`src/rtl/mdio_responder.sv`:
```
// Clause-22 MDIO responder (PHY-side management slave).
//
// Oversamples MDC/MDIO in the clk_clk domain and decodes read and write frames addressed to
// PHY_ADDR. Register map:
//   reg 0    : read/write, reset value REG0_RST, exported on reg0_q
//   reg 1    : read-only, returns status_in live
//   reg 2/3  : read-only, PHY_ID1 / PHY_ID2
//   reg 4-7  : read/write scratch storage
//   reg 8-31 : read as zero
// Every accepted write frame pulses reg_wr_valid for one cycle, including writes to read-only
// addresses, which leave storage unchanged.
//
// Ports:
//   clk_clk, reset_reset        system clock, asynchronous active-high reset
//   mdio_mdc, mdio_mdio_in      MDIO management clock and sampled line (asynchronous)
//   mdio_mdio_out, mdio_mdio_oen  line drive data and active-low drive enable
//   status_in                   live value of register 1
//   reg0_q                      current register 0
//   reg_wr_valid/addr/data      write-frame strobe with its address and data
//
// Build option: define MDIO_RESP_PREAMBLE_CHECK_EN to require a full 32-bit preamble before each
// start; otherwise a single preamble 1 is enough (preamble suppression).
module mdio_responder #(
  parameter logic [4:0]  PHY_ADDR = 5'd1,
  parameter logic [15:0] PHY_ID1  = 16'h0000,
  parameter logic [15:0] PHY_ID2  = 16'h0000,
  parameter logic [15:0] REG0_RST = 16'h1140
) (
  input  logic        clk_clk,
  input  logic        reset_reset,
  input  logic        mdio_mdc,
  input  logic        mdio_mdio_in,
  output logic        mdio_mdio_out,
  output logic        mdio_mdio_oen,
  input  logic [15:0] status_in,
  output logic [15:0] reg0_q,
  output logic        reg_wr_valid,
  output logic [4:0]  reg_wr_addr,
  output logic [15:0] reg_wr_data
);

  typedef enum logic [2:0] {
    StIdle, StSt, StOp, StPhyad, StRegad, StTa, StData, StSkip
  } state_t;

  state_t      state;
  logic        mdc_s1, mdc_s2, mdc_s3;
  logic        mdio_s1, mdio_s2;
  logic [5:0]  pre_cnt;
  logic [4:0]  bit_cnt;
  logic [1:0]  op_q;
  logic        is_read;
  logic [4:0]  phyad_q;
  logic [4:0]  regad_q;
  logic [15:0] shreg;
  logic [15:0] regs_q [4];

  logic        mdc_rise;
  logic        sample;
  logic [15:0] rd_value;
  logic [15:0] wr_word;

  // mdc_s3 only serves edge detection; both lines see the same two-flop latency.
  assign mdc_rise = mdc_s2 & ~mdc_s3;
  assign sample   = mdio_s2;
  assign wr_word  = {shreg[14:0], sample};

  always_comb begin
    rd_value = 16'h0000;
    case (regad_q)
      5'd0:                     rd_value = reg0_q;
      5'd1:                     rd_value = status_in;
      5'd2:                     rd_value = PHY_ID1;
      5'd3:                     rd_value = PHY_ID2;
      5'd4, 5'd5, 5'd6, 5'd7:   rd_value = regs_q[regad_q[1:0]];
      default:                  rd_value = 16'h0000;
    endcase
  end

  always_ff @(posedge clk_clk or posedge reset_reset) begin
    if (reset_reset) begin
      state         <= StIdle;
      mdc_s1        <= 1'b0;
      mdc_s2        <= 1'b0;
      mdc_s3        <= 1'b0;
      mdio_s1       <= 1'b0;
      mdio_s2       <= 1'b0;
      pre_cnt       <= 6'd0;
      bit_cnt       <= 5'd0;
      op_q          <= 2'b00;
      is_read       <= 1'b0;
      phyad_q       <= 5'd0;
      regad_q       <= 5'd0;
      shreg         <= 16'h0000;
      mdio_mdio_out <= 1'b1;
      mdio_mdio_oen <= 1'b1;
      reg0_q        <= REG0_RST;
      for (int i = 0; i < 4; i++) regs_q[i] <= 16'h0000;
      reg_wr_valid  <= 1'b0;
      reg_wr_addr   <= 5'd0;
      reg_wr_data   <= 16'h0000;
    end else begin
      mdc_s1       <= mdio_mdc;
      mdc_s2       <= mdc_s1;
      mdc_s3       <= mdc_s2;
      mdio_s1      <= mdio_mdio_in;
      mdio_s2      <= mdio_s1;
      reg_wr_valid <= 1'b0;

      if (mdc_rise) begin
        case (state)
          StIdle: begin
            if (sample) begin
              if (pre_cnt != 6'd32) pre_cnt <= pre_cnt + 6'd1;
            end else begin
`ifdef MDIO_RESP_PREAMBLE_CHECK_EN
              // A short preamble is discarded entirely.
              if (pre_cnt == 6'd32) state <= StSt;
              pre_cnt <= 6'd0;
`else
              if (pre_cnt != 6'd0) begin
                state   <= StSt;
                pre_cnt <= 6'd0;
              end
`endif
            end
          end

          // First start bit (0) was consumed in idle; this is the second one.
          StSt: begin
            bit_cnt <= 5'd0;
            state   <= sample ? StOp : StSkip;
          end

          StOp: begin
            op_q <= {op_q[0], sample};
            if (bit_cnt == 5'd1) begin
              bit_cnt <= 5'd0;
              case ({op_q[0], sample})
                2'b10: begin
                  is_read <= 1'b1;
                  state   <= StPhyad;
                end
                2'b01: begin
                  is_read <= 1'b0;
                  state   <= StPhyad;
                end
                default: state <= StSkip;
              endcase
            end else begin
              bit_cnt <= bit_cnt + 5'd1;
            end
          end

          StPhyad: begin
            phyad_q <= {phyad_q[3:0], sample};
            if (bit_cnt == 5'd4) begin
              bit_cnt <= 5'd0;
              state   <= StRegad;
            end else begin
              bit_cnt <= bit_cnt + 5'd1;
            end
          end

          StRegad: begin
            regad_q <= {regad_q[3:0], sample};
            if (bit_cnt == 5'd4) begin
              bit_cnt <= 5'd0;
              state   <= (phyad_q == PHY_ADDR) ? StTa : StSkip;
            end else begin
              bit_cnt <= bit_cnt + 5'd1;
            end
          end

          StTa: begin
            if (bit_cnt == 5'd0) begin
              // Reads ignore the first TA bit (master releases the line).
              if (!is_read && !sample) state <= StSkip;
              else bit_cnt <= 5'd1;
            end else begin
              bit_cnt <= 5'd0;
              if (is_read) begin
                mdio_mdio_oen <= 1'b0;
                mdio_mdio_out <= 1'b0;
                shreg         <= rd_value;
                state         <= StData;
              end else if (sample) begin
                state <= StSkip;
              end else begin
                state <= StData;
              end
            end
          end

          StData: begin
            if (is_read) begin
              if (bit_cnt == 5'd16) begin
                mdio_mdio_oen <= 1'b1;
                mdio_mdio_out <= 1'b1;
                bit_cnt       <= 5'd0;
                state         <= StIdle;
              end else begin
                mdio_mdio_out <= shreg[15];
                shreg         <= {shreg[14:0], 1'b0};
                bit_cnt       <= bit_cnt + 5'd1;
              end
            end else begin
              shreg <= wr_word;
              if (bit_cnt == 5'd15) begin
                reg_wr_valid <= 1'b1;
                reg_wr_addr  <= regad_q;
                reg_wr_data  <= wr_word;
                if (regad_q == 5'd0) reg0_q <= wr_word;
                else if (regad_q[4:2] == 3'b001) regs_q[regad_q[1:0]] <= wr_word;
                bit_cnt <= 5'd0;
                state   <= StIdle;
              end else begin
                bit_cnt <= bit_cnt + 5'd1;
              end
            end
          end

          StSkip: begin
            mdio_mdio_oen <= 1'b1;
            pre_cnt       <= 6'd0;
            if (sample) state <= StIdle;
          end

          default: state <= StIdle;
        endcase
      end
    end
  end

endmodule

```
`config.mk`:
```
export PLATFORM = sky130hd
export DESIGN_NAME = mdio_responder
export DESIGN_NICKNAME = d
export VERILOG_FILES = /design/src/rtl/mdio_responder.sv
export SDC_FILE = /design/constraint.sdc
export NUM_CORES = 1
export LEC_CHECK = 0
export ABC_AREA = 1
export BUFFER_PORTS_ARGS = -buffer_cell sky130_fd_sc_hd__buf_2
export CELL_PAD_IN_SITES_DETAIL_PLACEMENT = 2
export CELL_PAD_IN_SITES_GLOBAL_PLACEMENT = 2
export CORE_ASPECT_RATIO = 1.2
export CORE_MARGIN = 2
export CORE_UTILIZATION = 37
export CTS_BUF_LIST = sky130_fd_sc_hd__clkbuf_8
export DETAILED_ROUTE_END_ITERATION = 10
export GPL_TIMING_DRIVEN = 1
export PLACE_DENSITY = 0.8
export SYNTH_ARGS = -nofsm -noshare
export SYNTH_HDL_FRONTEND = slang
export SYNTH_SLANG_ARGS = --single-unit
```
`constraint.sdc`:
```
create_clock -name clk_clk -period 6.5 [get_ports clk_clk]
set_clock_uncertainty 0.2 [all_clocks]
set_input_delay 0.65 -clock clk_clk [delete_from_list [all_inputs] [get_ports clk_clk]]
set_output_delay 0.65 -clock clk_clk [all_outputs]
set_load 0.05 [all_outputs]
```
## Yosys cells after proc, flatten, opt, wreduce, memory -nomap -nowiden

Index checks and enable logic that the tools add are counted.

- Equality and inequality tests: 38
- Divide/modulo/power cells: 0
- Shift operators: 0
- Bitwise gates (word level): 5
- Add/subtract/negate cells: 2
- Multiplexer cells: 54
- Reduce and logical (&&, ||, !) cells: 29
- $mul: 0
- Magnitude comparators: 2

Operators by type and width:

| cell | number |
|---|---|
| 2-to-1 mux 16 bit | 7 |
| bitwise mux 64 bit | 1 |
| case mux 16 bit (3 select lines) | 1 |
| 2-to-1 mux 3 bit | 13 |
| 2-to-1 mux 5 bit | 7 |
| binary-select mux 16 bit (select 2 bit) | 1 |
| demux 16 bit (select 2 bit) | 1 |
| case mux 16 bit (2 select lines) | 1 |
| equality test 5 x 3 -> 1 bit, second input constant | 5 |
| case mux 5 bit (5 select lines) | 1 |
| case mux 3 bit (8 select lines) | 1 |
| inequality test 3 bit, second input constant | 7 |
| inequality test 2 bit, second input constant | 10 |
| 2-to-1 mux 6 bit | 3 |
| equality test 5 x 1 -> 1 bit, second input constant | 3 |
| AND reduction 5 bit | 3 |
| equality test 3 bit, second input constant | 4 |
| 2-to-1 mux 1 bit | 12 |
| case mux 6 bit (2 select lines) | 1 |
| AND reduction 4 bit | 3 |
| AND reduction 6 bit | 2 |
| zero test 5 bit | 2 |
| AND reduction 10 bit | 1 |
| adder 6 x 1 -> 6 bit, second input constant | 1 |
| 27 further kinds | 39 |

- ROM bits: 0
- Latch bits: 0
- Register bits after elaboration: 151
- Output and inout bits: 40
- Memories kept: 0
- Logic and storage cells: 153
- Bits in writable memories: 0

## Longest topological paths before layout

- Depth after elaboration: 8
- Gate-level depth with buffers: 12
- Depth with buffers taken out: 12

## Least setup slack after synthesis

OpenSTA, ideal clock, no wires.

- Kind: register to register
- From: register bit_cnt[0]
- To: register regs_q[10] (netlist name)
- Arrival: 1567 ps
- Cell stages (with the launch flop): 11
- Library setup time: 128 ps
- Slack: 4606 ps
- Required time: 6172 ps
- Buffers on the path: 1
- Cell sequence: dfrtp_1 > ha_1 > nand3_1 > inv_1 > ha_1 > nand3_4 > nor2_8 > nand2_4 > buf_2 > nand2_1 > o21ai_1

- Word-level cells in the longest chain between the ends: 2

Ends and longest elaborated chain:

| what | RTL line | source |
|---|---|---|
| start: declaration | 50 | `logic [4:0] bit_cnt;` |
| start signal: assignment | 151 | `bit_cnt <= bit_cnt + 5'd1;` |
| start signal: assignment | 161 | `bit_cnt <= bit_cnt + 5'd1;` |
| start signal: assignment | 171 | `bit_cnt <= bit_cnt + 5'd1;` |
| equality test 5 x 4 -> 1 bit | 209 | `if (bit_cnt == 5'd15) begin` |
| AND reduction 6 bit (no source line) | - |  |
| end signal: indexed assignment | 214 | `else if (regad_q[4:2] == 3'b001) regs_q[regad_q[1:0]] <= wr_word;` |
| end: declaration | 56 | `logic [15:0] regs_q [4];` |

No other way between the ends.
A chain may end at the register's enable or synchronous reset.

## Worst setup path in the final report

- From: register regad_q[0]
- To: register regs_q[44] (netlist name)

- Word-level cells in the longest chain between the ends: 6

Ends and longest elaborated chain:

| what | RTL line | source |
|---|---|---|
| start: declaration | 54 | `logic [4:0] regad_q;` |
| start signal: assignment | 166 | `regad_q <= {regad_q[3:0], sample};` |
| inverter 2 -> 3 bit (not written as such) | 214 |  |
| >= comparator 3 bit (not written as such) or less-than comparator 3 x 1 -> 1 bit (tied branches) | 214 |  |
| logical AND 1 bit (not written as such) | 214 |  |
| 2-to-1 mux 16 bit (not written as such) | 214 |  |
| demux 16 bit (select 2 bit) | 214 |  |
| bitwise mux 64 bit | 214 |  |

Several ways; a longest one is shown, not always the timed one.

==> results.sh <==
export IMPL_status="finished clean"
export IMPL_grt_usage_pct=23.7
export IMPL_hp_start="mdio_mdc"
export IMPL_p_leak_nw=4.48
export IMPL_setup_tns_ns=0
export IMPL_postLayoutCellArea_sq_mm=0.00842
export IMPL_hold_depth=1
export IMPL_rows=57
export IMPL_whs_ns=0.0782
export IMPL_grt_pass1_vias=7311
export IMPL_final_common_cell="nand2_1"
export IMPL_synth_seq_area_share_pct=49.6
export IMPL_finalSetupViolCount=0
export IMPL_first_iter_violations=305
export IMPL_fin_crit_sh_pct=47.7
export IMPL_fillCellCount=2396
export IMPL_port_buffers=59
export IMPL_post_drt_wl_per_cell_um=18.7
export IMPL_crit_slowest_cell="nor2_2"
export IMPL_timing_rr_end="regs_q[44]$_DFFE_PP0P_"
export IMPL_ff2ff_path_depth=6
export IMPL_yosysUniqueCellTypes=34
export IMPL_syn_num_nets=1010
export IMPL_postCtsSetupRepairBufs=0
export IMPL_timing_final_hold_violations=0
export IMPL_hold_buffers=0
export IMPL_clk_pin_slew_ns=0.10
export IMPL_htree_num_levels=4
export IMPL_avgSynthCellArea_sq_um=7.77
export IMPL_area_growth_pct=10.3
export IMPL_die_h_um=161
export IMPL_multi_input_area_sq_mm=0.00327
export IMPL_worstPathMaxFanout=35
export IMPL_crit_path_end_kind="register"
export IMPL_antenna_found_initial=2
export IMPL_grt_max_degree=95
export IMPL_synth_seq_cells=151
export IMPL_wirelength_um=24200
export IMPL_critPathLaunchType="register"
export IMPL_cts_sinks=151
export IMPL_grt_pass1_wl_um=39800
export IMPL_worstPathRequired_ns=6.65
export IMPL_maxSlewViolCount=0
export IMPL_crit_arrival_ns=3.25
export IMPL_yosys_warnings=0
export IMPL_cts_buffer_depth=2
export IMPL_fp_coreArea_sq_mm=0.0203
export IMPL_power_density_mw_per_mm2=327
export IMPL_irDropWorstVdd_uv=153
export IMPL_first_pass_iters=4
export IMPL_tritoncts="done"
export IMPL_crit_chain="buf_4, inv_2, nor2_2, nand2_4, nand2_1, o21ai_2"
export IMPL_dp_hpwl_um=16400
export IMPL_mostFrequentLayoutCells="387 x nand2_1, 146 x dfrtp_1, 71 x inv_1, 71 x nor2_1, 59 x buf_2"
export IMPL_overflow=0
export IMPL_insertion_delay_ns=0.47
export IMPL_vias_per_cell=5.14
export IMPL_hold_path_class="in2reg"
export IMPL_r2r_setup_slack_ns=3.40
export IMPL_drive_gt1_share_pct=13.8
export IMPL_die_w_um=135
export IMPL_cts_root_buf="clkbuf_8"
export IMPL_r2r_start="regad_q[0]$_DFFE_PP0P_"
export IMPL_nNetsFinal=1044
export IMPL_path_class="reg2reg"
export IMPL_vias=6658
export IMPL_syn_cell_area_sq_mm=0.00763
export IMPL_io_pins=60
export IMPL_maxSlewHeadroom_pct=24.6
export IMPL_drc=0
export IMPL_post_route_min_period_ns=3.10
export IMPL_ant_nets=0
export IMPL_tightest_slew_ns=1.13
export IMPL_gp_congestion=0.843
export IMPL_max_cap_violations=0
export IMPL_placed_area_sq_mm=0.00801
export IMPL_slowest_delay_ns=0.75
export IMPL_cts_resized_gates=0
export IMPL_die_area_sq_mm=0.0218
export IMPL_syn_inst=982
export IMPL_seq_area_sq_mm=0.00378
export IMPL_fmax_mhz=323
export IMPL_cts_buffers=17
export IMPL_min_to="mdc_s1$_DFF_PP0_"
export IMPL_rsz0062_at_grt="false"
export IMPL_start_util_pct=37.7
[layout make-up]
| type | count | area share, % |
|---|---|---|
| sequential | 151 | 45.0 |
| multi-input combinational | 706 | 38.8 |
| tap | 265 | 3.94 |
| timing repair buffer | 63 | 3.86 |
| inverter | 77 | 3.51 |
| clock buffer | 19 | 3.11 |
| clock inverter | 13 | 1.74 |
| antenna | 2 | 0.0595 |
[metal layers]
layer  GRT usage, %  wire (um)
met5              0          0
met3           4.49        735
met1           28.8      10300
met2           42.7      12800
met4           6.77        425
[logic make-up after synthesis]
family	count (synthesis)	share of synthesized area [%]
flops	151	49.6
xor+xnor	5	0.574
buf+inv	125	7.58
simple gates	549	30.5
fa+ha+maj	8	1.31
compound gates	144	10.4
[critical path, delay by kind of cell, from the launching register on]
| family | cells | cell delay [ns] |
|---|---|---|
| DFF | 1 | 0.59 |
| and+or+nand+nor | 3 | 1.36 |
| AOI/OAI and AO/OA | 1 | 0.07 |
| buffers and inverters | 2 | 0.73 |
[metrics by stage]
stage / setup slack (ns) / std cells / utilization (%) / total power, mW
floorplan: 1.59 / 982 / - / 1.72
global placement: 3.47 / 1262 / 39.5 / 1.99
detailed placement: 3.29 / 1262 / 39.5 / 2.02
CTS: 3.32 / 1294 / 41.5 / 2.79
global route: 3.14 / 1294 / 41.5 / 2.94
finish: 3.40 / 1296 / 41.6 / 2.75
[power breakdown]
group | switching, mW | internal, mW
Combinational | 0.658 | 0.186
Sequential | 0.110 | 1.04
Clock | 0.394 | 0.365
[flip-flops by register name, indices dropped and copies added (netlist names), 3 cells and up]
signal	flops
regad_q	5
pre_cnt	6
shreg	16
regs_q	64
reg_wr_addr	5
phyad_q	5
reg_wr_data	16
bit_cnt	5
reg0_q	16
state	3
[synth_stat cells]
library cell	instances	share of area, %
nor3_2	1	0.13
o22ai_1	1	0.082
clkinv_2	1	0.066
dfstp_2	5	1.7
nand3_1	25	1.6
a21oi_1	24	1.6
nand2_2	1	0.082
o21ai_2	18	2.1
buf_6	11	1.6
clkbuf_1	25	1.2
or2_2	2	0.16
buf_2	8	0.52
nor2_2	5	0.41
nor2_1	72	3.5
nand4_1	35	2.9
nor4_1	1	0.082
dfrtp_1	146	48
a31oi_1	1	0.082
nor2_4	1	0.15
nand2_4	5	0.74
o21ai_0	45	3.0
nand3b_1	1	0.098
ha_1	8	1.3
nor3_1	9	0.59
xor2_1	5	0.57
nor2_8	2	0.52
inv_1	72	3.5
o211ai_1	1	0.098
o21ai_1	54	3.5
nand2_1	387	19
buf_4	4	0.39
inv_2	2	0.098
nand3_4	2	0.46
clkinv_1	2	0.098
[how the worst max path moves through the flow]
| stage | from | end | slack [ns] | cells past startpoint |
|---|---|---|---|---|
| after floorplan | reset_reset | bit_cnt[0]$_DFFE_PP0P_ | 1.59 | 1 |
| after global placement | regad_q[0]$_DFFE_PP0P_ | regs_q[32]$_DFFE_PP0P_ | 3.47 | 6 |
| after CTS | regad_q[0]$_DFFE_PP0P_ | regs_q[35]$_DFFE_PP0P_ | 3.32 | 6 |
| after global routing | regad_q[0]$_DFFE_PP0P_ | shreg[4]$_DFFE_PP0P_ | 3.14 | 9 |
| final | regad_q[0]$_DFFE_PP0P_ | regs_q[44]$_DFFE_PP0P_ | 3.40 | 6 |
| after detailed placement | regad_q[0]$_DFFE_PP0P_ | regs_q[35]$_DFFE_PP0P_ | 3.29 | 6 |
Power figures use the tool's default switching activity.
